File: src/rtl/lc3_mem_pkg.sv
// Shared state encoding and constants for the LC-3 SRAM access path.
package lc3_mem_pkg;
  typedef enum logic [1:0] {IDLE, SETUP, ACCESS, HOLD} state_t;

  localparam logic [15:0] IO_ADDR             = 16'hFFFF;
  localparam int          DEFAULT_SRAM_ADDR_W = 20;
endpackage

File: src/rtl/mem_wait_timer.sv
// Loadable down-counter that times the strobe dwell of one SRAM access.
// Latency: done rises LOAD_VAL-1 enabled cycles after the cycle following load.
// Backpressure: none; the owner decides when to load and enable.
module mem_wait_timer #(
  parameter int LOAD_VAL = 2
) (
  input  logic Clk,
  input  logic Reset_n,
  input  logic load,
  input  logic en,
  output logic done
);
  localparam int CW = (LOAD_VAL < 1) ? 1 : $clog2(LOAD_VAL + 1);

  logic [CW-1:0] cnt;

  always_ff @(posedge Clk or negedge Reset_n) begin
    if (!Reset_n) begin
      cnt <= '0;
    end else if (load) begin
      cnt <= CW'(LOAD_VAL);
    end else if (en && (cnt != '0)) begin
      cnt <= cnt - CW'(1);
    end
  end

  // done marks the last cycle of the dwell, so the owner can leave on this edge
  assign done = (cnt == CW'(1));
endmodule

File: src/rtl/sram_access_ctrl.sv
// SRAM access sequencer for the LC-3 MAR/MDR path; I/O map at 0xFFFF via SRAM_ACCESS_CTRL_IO_MAP_EN.
// Latency: Req sampled at edge T gives Ack in the cycle after edge T+WAIT_CYCLES+2.
// Backpressure: Req is only sampled while idle; Busy flags an access in flight.
module sram_access_ctrl
  import lc3_mem_pkg::*;
#(
  parameter int WAIT_CYCLES = 2,
  parameter int SRAM_ADDR_W = DEFAULT_SRAM_ADDR_W
) (
  input  logic                   Clk,
  input  logic                   Reset_n,
  input  logic                   Req,
  input  logic                   We,
  input  logic [15:0]            Addr,
  input  logic [15:0]            Wdata,
  output logic                   Ack,
  output logic                   Busy,
  output logic [15:0]            Rdata,
  output logic                   CE_N,
  output logic                   OE_N,
  output logic                   WE_N,
  output logic                   UB_N,
  output logic                   LB_N,
  output logic [SRAM_ADDR_W-1:0] ADDR,
  output logic [15:0]            Data_to_SRAM,
  output logic                   Data_oe,
  input  logic [15:0]            Data_from_SRAM,
  input  logic [15:0]            Switches,
  output logic [15:0]            Hex_out
);
  if (WAIT_CYCLES < 1) begin : g_bad_wait
    $error("sram_access_ctrl: WAIT_CYCLES must be at least 1");
  end

  state_t      state;
  logic        we_q;
  logic [15:0] addr_q;
  logic [15:0] wdata_q;
  logic        io_sel;
  logic [15:0] rd_src;
  logic        dwell_done;
  logic        timer_load;
  logic        timer_en;

  assign timer_load = (state == SETUP);
  assign timer_en   = (state == ACCESS);

  mem_wait_timer #(.LOAD_VAL(WAIT_CYCLES)) u_wait_timer (
    .Clk     (Clk),
    .Reset_n (Reset_n),
    .load    (timer_load),
    .en      (timer_en),
    .done    (dwell_done)
  );

`ifdef SRAM_ACCESS_CTRL_IO_MAP_EN
  assign io_sel = (addr_q == IO_ADDR);
  assign rd_src = io_sel ? Switches : Data_from_SRAM;

  always_ff @(posedge Clk or negedge Reset_n) begin
    if (!Reset_n) begin
      Hex_out <= '0;
    end else if ((state == HOLD) && we_q && io_sel) begin
      Hex_out <= wdata_q;
    end
  end
`else
  logic unused_switches;
  assign unused_switches = ^Switches;
  assign io_sel  = 1'b0;
  assign rd_src  = Data_from_SRAM;
  assign Hex_out = '0;
`endif

  always_ff @(posedge Clk or negedge Reset_n) begin
    if (!Reset_n) begin
      state   <= IDLE;
      we_q    <= 1'b0;
      addr_q  <= '0;
      wdata_q <= '0;
    end else begin
      unique case (state)
        IDLE: if (Req) begin
          we_q    <= We;
          addr_q  <= Addr;
          wdata_q <= Wdata;
          state   <= SETUP;
        end
        SETUP:   state <= ACCESS;
        ACCESS:  if (dwell_done) state <= HOLD;
        HOLD:    state <= IDLE;
        default: state <= IDLE;
      endcase
    end
  end

  // Pins are a registered decode of the state, so each phase appears one cycle
  // after the FSM enters it; Rdata samples at the close of the last strobe cycle.
  always_ff @(posedge Clk or negedge Reset_n) begin
    if (!Reset_n) begin
      CE_N         <= 1'b1;
      OE_N         <= 1'b1;
      WE_N         <= 1'b1;
      UB_N         <= 1'b1;
      LB_N         <= 1'b1;
      Data_oe      <= 1'b0;
      ADDR         <= '0;
      Data_to_SRAM <= '0;
      Rdata        <= '0;
      Ack          <= 1'b0;
      Busy         <= 1'b0;
    end else begin
      CE_N    <= (state == IDLE) || io_sel;
      OE_N    <= !((state == ACCESS) && !we_q && !io_sel);
      WE_N    <= !((state == ACCESS) && we_q && !io_sel);
      UB_N    <= (state == IDLE);
      LB_N    <= (state == IDLE);
      Data_oe <= (state != IDLE) && we_q;
      Ack     <= (state == HOLD);
      Busy    <= (state != IDLE);
      if (state != IDLE) ADDR <= SRAM_ADDR_W'(addr_q);
      if ((state != IDLE) && we_q) Data_to_SRAM <= wdata_q;
      if ((state == HOLD) && !we_q) Rdata <= rd_src;
    end
  end
endmodule
File: config.mk
export PLATFORM = sky130hd
export DESIGN_NAME = sram_access_ctrl
export DESIGN_NICKNAME = d
export VERILOG_FILES = /design/src/rtl/lc3_mem_pkg.sv /design/src/rtl/mem_wait_timer.sv /design/src/rtl/sram_access_ctrl.sv
export SDC_FILE = /design/constraint.sdc
export NUM_CORES = 1
export LEC_CHECK = 0
export BUFFER_PORTS_ARGS = -buffer_cell sky130_fd_sc_hd__buf_4
export CELL_PAD_IN_SITES_DETAIL_PLACEMENT = 1
export CELL_PAD_IN_SITES_GLOBAL_PLACEMENT = 1
export CORE_MARGIN = 1
export CORE_UTILIZATION = 40
export DETAILED_ROUTE_END_ITERATION = 7
export PLACE_DENSITY_LB_ADDON = 0.1
export SLEW_MARGIN = 30
export SYNTH_ARGS = -nofsm -noshare
export SYNTH_HDL_FRONTEND = slang
export SYNTH_SLANG_ARGS = --single-unit
File: constraint.sdc
create_clock -name Clk -period 2.47 [get_ports Clk]
set_input_delay 0.247 -clock Clk [delete_from_list [all_inputs] [get_ports Clk]]
set_output_delay 0.247 -clock Clk [all_outputs]
set_load 0.005 [all_outputs]
==> results.txt <==
Status - complete, but fails checks
Root Driver - clkbuf_8
GR peak layer - met2
Hold Path Class - in -> reg
Final Cycle Share - 74.89%
Worst-path clk slew - 0.09 ns
Final Max Tran Viols - 0
Worst Setup Start Kind - flop
Setup bufs post-CTS - 0
Static Leakage - 2.282 nW
Period minus WS final - 1.850 ns
Global-route wire length before repair - 11.23 mm
Antenna violations before repair - 0
Worst Path Arrival - 2.08 ns
WP data required - 2.70 ns
WL/cell - 14.75 µm
Iter 0 DRT Violations - 40
Ys flop type - dfrtp_1
Hold-fix buffers, CTS - 1
Vias - 2122
Cell Area, Synth - 0.003727 mm²
Die ar. - 0.009708 mm²
HPWL Detailed - 4.808 mm
Number of global-route vias before repair - 2318
Diode count - 0
FP Rows - 34
Yosys reg bits - 91
GRT Util Overall - 15.01%
Final net count - 419
Fin. Hold Viols - 0
Area grow syn2layout - 26.49%
Pin count of the biggest net entering global routing - 45
Crit. End Element - flop
Pwr Density - 1300 mW/mm²
Measured slew at the worst slew-check pin - 0.6287 ns
WL final - 6.724 mm
Final setup fails - 0
Failing checks - design-rule violations
Met3 GRT Util - 4.681%
Final setup skew - 0.01051 ns
I/O pin total - 144
Share of cells above drive strength 1 - 60.92%
Post-synth ARST share - 100.0%
CTS tree - done
Gr ovfl total - 0
Met1 Use GR - 18.44%
CTS H-tree depth - 3
Most area-consuming cells after synthesis - dfrtp_1, mux2_2, buf_4
Die H - 98.53 µm
Number of synthesized flops with an enable pin - 0
Hold path cells - 2
Multi-input logic area - 0.001230 mm²
Post_cts resized - 0
MaxCap Viol Count - 0
Reg2Reg Depth - 4
Max Clk Rate - 540.6 MHz
VDD IR max - 0.0005916 V
Routability congestion estimate - 0.6672
Yosys warns - 0
Seq/Total Area, Yosys - 61.20%
Setup Crit Path Kind - reg -> reg
Avg Vias per Cell - 4.654
Total CTS buffers - 9
Post-synthesis cell type count - 22
Top-area cell type share of the netlist area - 59.08%
Filler cells - 924
# port buffers - 107
Initial Utilization - 41.92%
RSZ-0062 raised after global routing - false
Post-DRT Antenna Nets - 0
CP Max Fanout - 17
Post-synthesis cell count - 232
Total Power - 6.128 mW
Syn_area_per_cell - 16.07 µm²
Register area - 0.002281 mm²
Skew-Pair Late Insertion Delay - 0.34 ns
CTS max path bufs - 2
Most common library cells after synthesis - dfrtp_1, mux2_2, buf_4, mux2_4, ha_1
Setup TNS - 0 ns
Number of remaining DRC errors - 12
Die width - 98.53 µm
Clk sinks - 91
Slew margin rel. - 58.00%
Core Area - 0.008891 mm²
Drt pass-1 iters - 8
Most frequent cell after synthesis - dfrtp_1
Yosys top cell by area - dfrtp_1
Routing usage on met2 - 24.81%
## cell families after synthesis
group                    Yosys count  synth area share, %
flip-flops                        91                61.20
other                              1               0.1006
AND/OR/NAND/NOR                    9                1.645
multiplexers                      82                25.78
buffers and inverters             37                7.721
AO/OA/AOI/OAI                      3               0.6377
XOR/XNOR                           1               0.2350
adder cells (fa/ha/maj)            8                2.686
## sequential cells by signal, summed over array words and instances, names as in the netlist, 2 cells and up
| register | flops |
|---|---|
| ADDR | 16 |
| u_wait_timer.cnt | 2 |
| state | 2 |
| Data_to_SRAM | 16 |
| wdata_q | 16 |
| addr_q | 16 |
| Rdata | 16 |
## layer usage
layer,vias up,share of wire [%]
met5,-,0
met2,81,50
li1,959,-
met3,5,7.7
met1,1077,41
met4,0,0.85
## area by class of cell
type	count	area share, %
sequential	91	48.38
tap	108	2.866
timing repair buffer	112	17.89
clock buffer	10	2.919
clock inverter	6	1.380
inverter	6	0.4777
multi-input combinational	123	26.09
## per-stage QoR
step | worst slack (ns) | area [µm²] | util (%) | hold WS, ns | cells
final | 0.6202 | 4715 | 53.03 | 0.1184 | 456
after global routing | 0.4825 | 4715 | 53.03 | 0.09904 | 456
after CTS | 0.5737 | 4715 | 53.03 | 0.1017 | 456
after detailed placement | 0.5893 | 4502 | 50.63 | 0.2768 | 439
after global placement | 0.6278 | 4502 | 50.63 | 0.2768 | 439
after floorplan | 0.9659 | 3799 | - | -0.04859 | 251
## worst max-delay path: stages, from the launching register on
cell and delay, ns:
dfrtp_1 0.40, inv_1 0.11, ha_1 0.29, nor2b_4 0.54
mux2_2 0.40
## path summary, 6_finish.rpt
path	slack (ns)	to	from
min reg2reg	0.49	WE_N	we_q
min in group asynchronous	0.45	Rdata[0]	Reset_n
max reg2reg	0.62	Data_to_SRAM[15]	state[0]
max in group asynchronous	1.26	wdata_q[4]	Reset_n
max	0.62	Data_to_SRAM[15]	state[0]
min	0.12	wdata_q[9]	Wdata[9]
## cells in the final DEF (no fill, tap or decap)
master,Yosys,final
buf_4,23,111
dfrtp_1,88,88
mux2_2,70,70
conb_1,1,20
mux2_4,10,10
clkbuf_8,0,10
ha_1,8,8
inv_1,6,6
dfstp_2,3,3
nand2b_1,2,2
nor2_1,2,2
nor2b_1,2,2
mux2_1,2,2
clkinv_4,0,2
clkinv_2,0,2
nand2_1,1,1
nor2b_4,1,1
nand2_4,1,1
xnor2_1,1,1
a21oi_1,1,1
o32a_1,1,1
a211o_1,1,1
clkinvlp_4,0,1
bufinv_16,0,1
dlygate4sd3_1,0,1
## power breakdown
group | total, mW | internal [mW] | switching (mW)
clock | 1.01 | 0.496 | 0.518
combinational | 2.46 | 1.61 | 0.855
sequential | 2.65 | 2.28 | 0.375
total | 6.13 | 4.38 | 1.75
No activity file was read; power rests on OpenSTA's default activity.
